`config.mk`:
```
export PLATFORM = sky130hd
export DESIGN_NAME = sensor_seq_gen
export DESIGN_NICKNAME = d
export VERILOG_FILES = /design/src/rtl/sensor_seq_gen.sv
export SDC_FILE = /design/constraint.sdc
export NUM_CORES = 1
export LEC_CHECK = 0
export BUFFER_PORTS_ARGS = -buffer_cell sky130_fd_sc_hd__buf_4
export CORE_UTILIZATION = 55
export CTS_CLUSTER_DIAMETER = 40
export DETAILED_ROUTE_END_ITERATION = 8
export MAX_ROUTING_LAYER = met4
export PLACE_DENSITY_LB_ADDON = 0.3
export SLEW_MARGIN = 20
export SYNTH_ARGS = -nofsm -noshare
export SYNTH_HDL_FRONTEND = slang
export SYNTH_SLANG_ARGS = --single-unit
```
`constraint.sdc`:
```
create_clock -name clk -period 2.29 [get_ports clk]
set_input_delay 0 -clock clk [delete_from_list [all_inputs] [get_ports clk]]
set_output_delay 0 -clock clk [all_outputs]
set_load 0.01 [all_outputs]
```
`src/rtl/sensor_seq_gen.sv`:
```
// Drives the a/b optical-sensor lines through an entering or leaving car pattern on command.
// Each of the four phases is held for HOLD_CYCLES clocks; done pulses once per completed sequence.
module sensor_seq_gen #(
   parameter int unsigned HOLD_CYCLES = 4,
   parameter int unsigned CNT_W       = 8
) (
   input  logic clk,
   input  logic reset,
   input  logic start_in,
   input  logic start_out,
   output logic a,
   output logic b,
   output logic busy,
   output logic done,
   output logic dir
);

   typedef enum logic [2:0] {IDLE, PH1, PH2, PH3, GAP} state_t;

   localparam logic [CNT_W-1:0] LAST = CNT_W'(HOLD_CYCLES - 1);

   state_t           state_q, state_d;
   logic [CNT_W-1:0] cnt_q, cnt_d;
   logic             a_d, b_d, busy_d, done_d, dir_d;

   // State, hold counter and all outputs are registered together
   always_ff @(posedge clk or negedge reset) begin
      if (!reset) begin
         state_q <= IDLE;
         cnt_q   <= '0;
         a       <= 1'b0;
         b       <= 1'b0;
         busy    <= 1'b0;
         done    <= 1'b0;
         dir     <= 1'b1;
      end else begin
         state_q <= state_d;
         cnt_q   <= cnt_d;
         a       <= a_d;
         b       <= b_d;
         busy    <= busy_d;
         done    <= done_d;
         dir     <= dir_d;
      end
   end

   // Next state plus next output values, derived from the upcoming state
   always_comb begin
      state_d = state_q;
      cnt_d   = cnt_q;
      dir_d   = dir;
      done_d  = 1'b0;
      a_d     = 1'b0;
      b_d     = 1'b0;

      case (state_q)
         IDLE: begin
            // Simultaneous requests are contradictory and are dropped
            if (start_in ^ start_out) begin
               state_d = PH1;
               cnt_d   = '0;
               dir_d   = start_in;
            end
         end
         default: begin
            if (cnt_q == LAST) begin
               cnt_d = '0;
               case (state_q)
                  PH1:     state_d = PH2;
                  PH2:     state_d = PH3;
                  PH3:     state_d = GAP;
                  GAP: begin
                     state_d = IDLE;
                     done_d  = 1'b1;
                  end
                  default: state_d = IDLE;
               endcase
            end else begin
               cnt_d = cnt_q + CNT_W'(1);
            end
         end
      endcase

      busy_d = (state_d != IDLE);

      // Leaving is the entering pattern mirrored, so only one line toggles per phase
      case (state_d)
         PH1:     {a_d, b_d} = dir_d ? 2'b10 : 2'b01;
         PH2:     {a_d, b_d} = 2'b11;
         PH3:     {a_d, b_d} = dir_d ? 2'b01 : 2'b10;
         default: {a_d, b_d} = 2'b00;
      endcase
   end

endmodule

```
==> impl_results.md <==
* Outcome: complete, no violations
* Diodes inserted at 0
* Clock tree from TritonCTS: done
* Post-synthesis register bit count at 16
* FMAX at 551 MHz
* Synth Instances at 86
* Placed Cells at 106
* Sequential area share after synthesis at 0.478
* Via count at 673
* Hpwl dp at 1090 um
* Yosys top cell area share at 0.447
* Pleak at 0.430 nW
* Final Hold Fails at 0
* Nature of the critical path endpoint: flop
* Vias in the first global route at 579
* Initial core utilization at 0.614
* Die height at 41.1 um
* Gpl congestion at 0.859
* R2R Path End: dir$_DFF_PN1_
* First-pass GRT wire length at 2460 um
* Post-synthesis cell type count at 32
* Port bufs at 8
* Total gr overflow at 0
* Final worst path period share at 0.793
* WP data required at 2.51 ns
* Die area at 0.00169 mm^2
* Crit Reg-Reg Startpoint: state_q[0]$_DFF_PN0_
* Number of clock sinks at 16
* Yosys Warn Count at 0
* Post-CTS Resized at 0
* Clk root buf: clkbuf_4
* H-tree levels at 1
* Clock-pin slew on the worst setup and hold paths at 0.09 ns
* Antenna violation net count after detailed routing at 0
* Final period demand of the worst path at 1.82 ns
* Initial DRC Count at 19
* Class of the worst hold path: input port to asynchronous set/reset pin
* Layout cells sized above 1 at 0.194
* Worst Tran Pin Value at 0.619 ns
* Cell accounting for the most synthesized area: dfrtp_1
* Die width at 41.1 um
* RSZ-0062 raised after global routing: no
* IO Count at 9
* Maximum vdd ir drop at 718 uV
* Clk_skew at 0.00600 ns
* Avg Cell Area, Syn at 9.76 um^2
* Syn_nets at 91
* Total Routing Usage GR at 0.233
* Drt via density at 5.96
* Post-Route WL at 1510 um
* Top cells by area, synth: dfrtp_1 45%, o21ai_0 7.2%, a21oi_1 3.6%
* Largest net degree at the start of global routing at 17
* DRC Markers at 0
* Arrival @ worst endpoint at 2.04 ns
* Initial antenna violation count at 0
* R2R depth at 4
* Syn-to-layout area delta at 15.2%
* PwrDens at 1230 mW/mm^2
* Flop-to-flop setup slack at 0.47 ns
* Crit path max fanout at 12
* Core area at 0.00137 mm^2
* Mapped Area at 840 um^2
* Startpoint Class: flop
* Slew Viols, Final at 0
* Count of final setup violators at 0
* Num CTS Buffers at 3
* Total Neg Setup Slack at 0 ns
* Slew headroom at 0.587
* Kind of critical path: flop to flop
* Clk_lat worst skew at 0.29 ns
* Fin cells at 113
* Routed length per instance at 13.4 um
* Clk buf depth at 2
* Drt first pass iters at 4
* Fin nets at 104
* Max-cap violations at 0
* Rows at 13
-- state kept, by name, summed over array words and instances (netlist names) --
signal and cells:
busy 1, done 1, state_q 3, dir 1, a 1, b 1, cnt_q 8
-- through the flow --
step | area, um^2 | hold slack, ns | setup WS (ns) | util | power [mW]
floorplan | 840 | -0.296 | 0.662 | - | 0.876
global placement | 901 | -0.133 | 0.559 | 0.659 | 0.984
detailed placement | 901 | -0.132 | 0.541 | 0.659 | 1.00
CTS | 967 | 0.101 | 0.469 | 0.708 | 1.20
global route | 967 | 0.139 | 0.314 | 0.708 | 1.29
finish | 967 | 0.100 | 0.474 | 0.708 | 1.19
-- cells in the mapped netlist (all sizes together) --
cell type / number
dfrtp: 15
o21ai: 12
nand2: 7
a21oi: 6
a31oi: 4
a22o: 3
buf: 3
nor2: 3
nor3: 3
a21o: 2
and2: 2
and3: 2
inv: 2
nand2b: 2
nand3: 2
nand3b: 2
nor2b: 2
or3: 2
xnor2: 2
a211oi: 1
a32o: 1
a41oi: 1
clkbuf: 1
dfstp: 1
ha: 1
mux2: 1
nand4: 1
nor3b: 1
nor4: 1
-- where the power goes --
group	switching [mW]	internal, mW
clock	0.0880	0.0968
combinational	0.256	0.250
sequential	0.118	0.384
-- how the worst max path moves through the flow --
stage                              start                   end  slack [ns]  cells past startpoint
floorplan           state_q[1]$_DFF_PN0_  state_q[0]$_DFF_PN0_        0.66                      4
global placement    state_q[0]$_DFF_PN0_  state_q[0]$_DFF_PN0_        0.56                      3
detailed placement  state_q[0]$_DFF_PN0_  state_q[0]$_DFF_PN0_        0.54                      3
CTS                 state_q[0]$_DFF_PN0_         dir$_DFF_PN1_        0.47                      4
global route        state_q[0]$_DFF_PN0_         dir$_DFF_PN1_        0.31                      4
finish              state_q[0]$_DFF_PN0_         dir$_DFF_PN1_        0.47                      4
-- cells by family after synthesis --
family	Yosys count	share of synthesized area
AOI/OAI and AO/OA	30	0.218
and+or+nand+nor	30	0.216
DFF	16	0.478
buffers and inverters	6	0.0387
xor gates and xnor gates	2	0.0209
muxes	1	0.0134
adders and majority gates	1	0.0149
-- critical path, cell delays in order (launching register included) --
cell and delay, ns:
dfrtp_1 0.50, or3_4 0.47, o21ai_0 0.14, o21ai_0 0.09, dlygate4sd3_1 0.56
-- layout make-up --
cell class | count | area, um^2
tap | 15 | 18.8
fill | 112 | 399
clock buffer | 4 | 36.3
sequential | 16 | 402
timing repair buffer | 12 | 97.6
inverter | 2 | 7.51
multi-input combinational | 64 | 405
-- metal layers --
layer,wire length [um],vias up,track usage
li1,-,339,-
met1,788,305,0.317
met2,624,24,0.328
met3,64,5,0.0326
met4,36,0,0.125
met5,0,-,-
-- cells in the final DEF (no fill, tap or decap), drive strengths merged, types with 2 or more instances in the layout --
master	synthesis	final
nand3	2	2
a31oi	4	4
clkbuf	1	4
nor2	3	3
inv	2	2
nand3b	2	2
nand2b	2	2
and3	2	2
dlygate4sd3	0	3
dfrtp	15	15
nand2	7	7
xnor2	2	2
buf	3	9
nor3	3	3
o21ai	12	12
nor2b	2	2
a21oi	6	6
and2	2	2
or3	2	2
a21o	2	2
a22o	3	3
-- repair_timing --
| item | CTS | global route |
|---|---|---|
| hold buffers | 3 | 0 |
| buffers inserted | 0 | 0 |
| endpoints found under the hold margin | 17 | 0 |
Power figures use the tool's default switching activity.
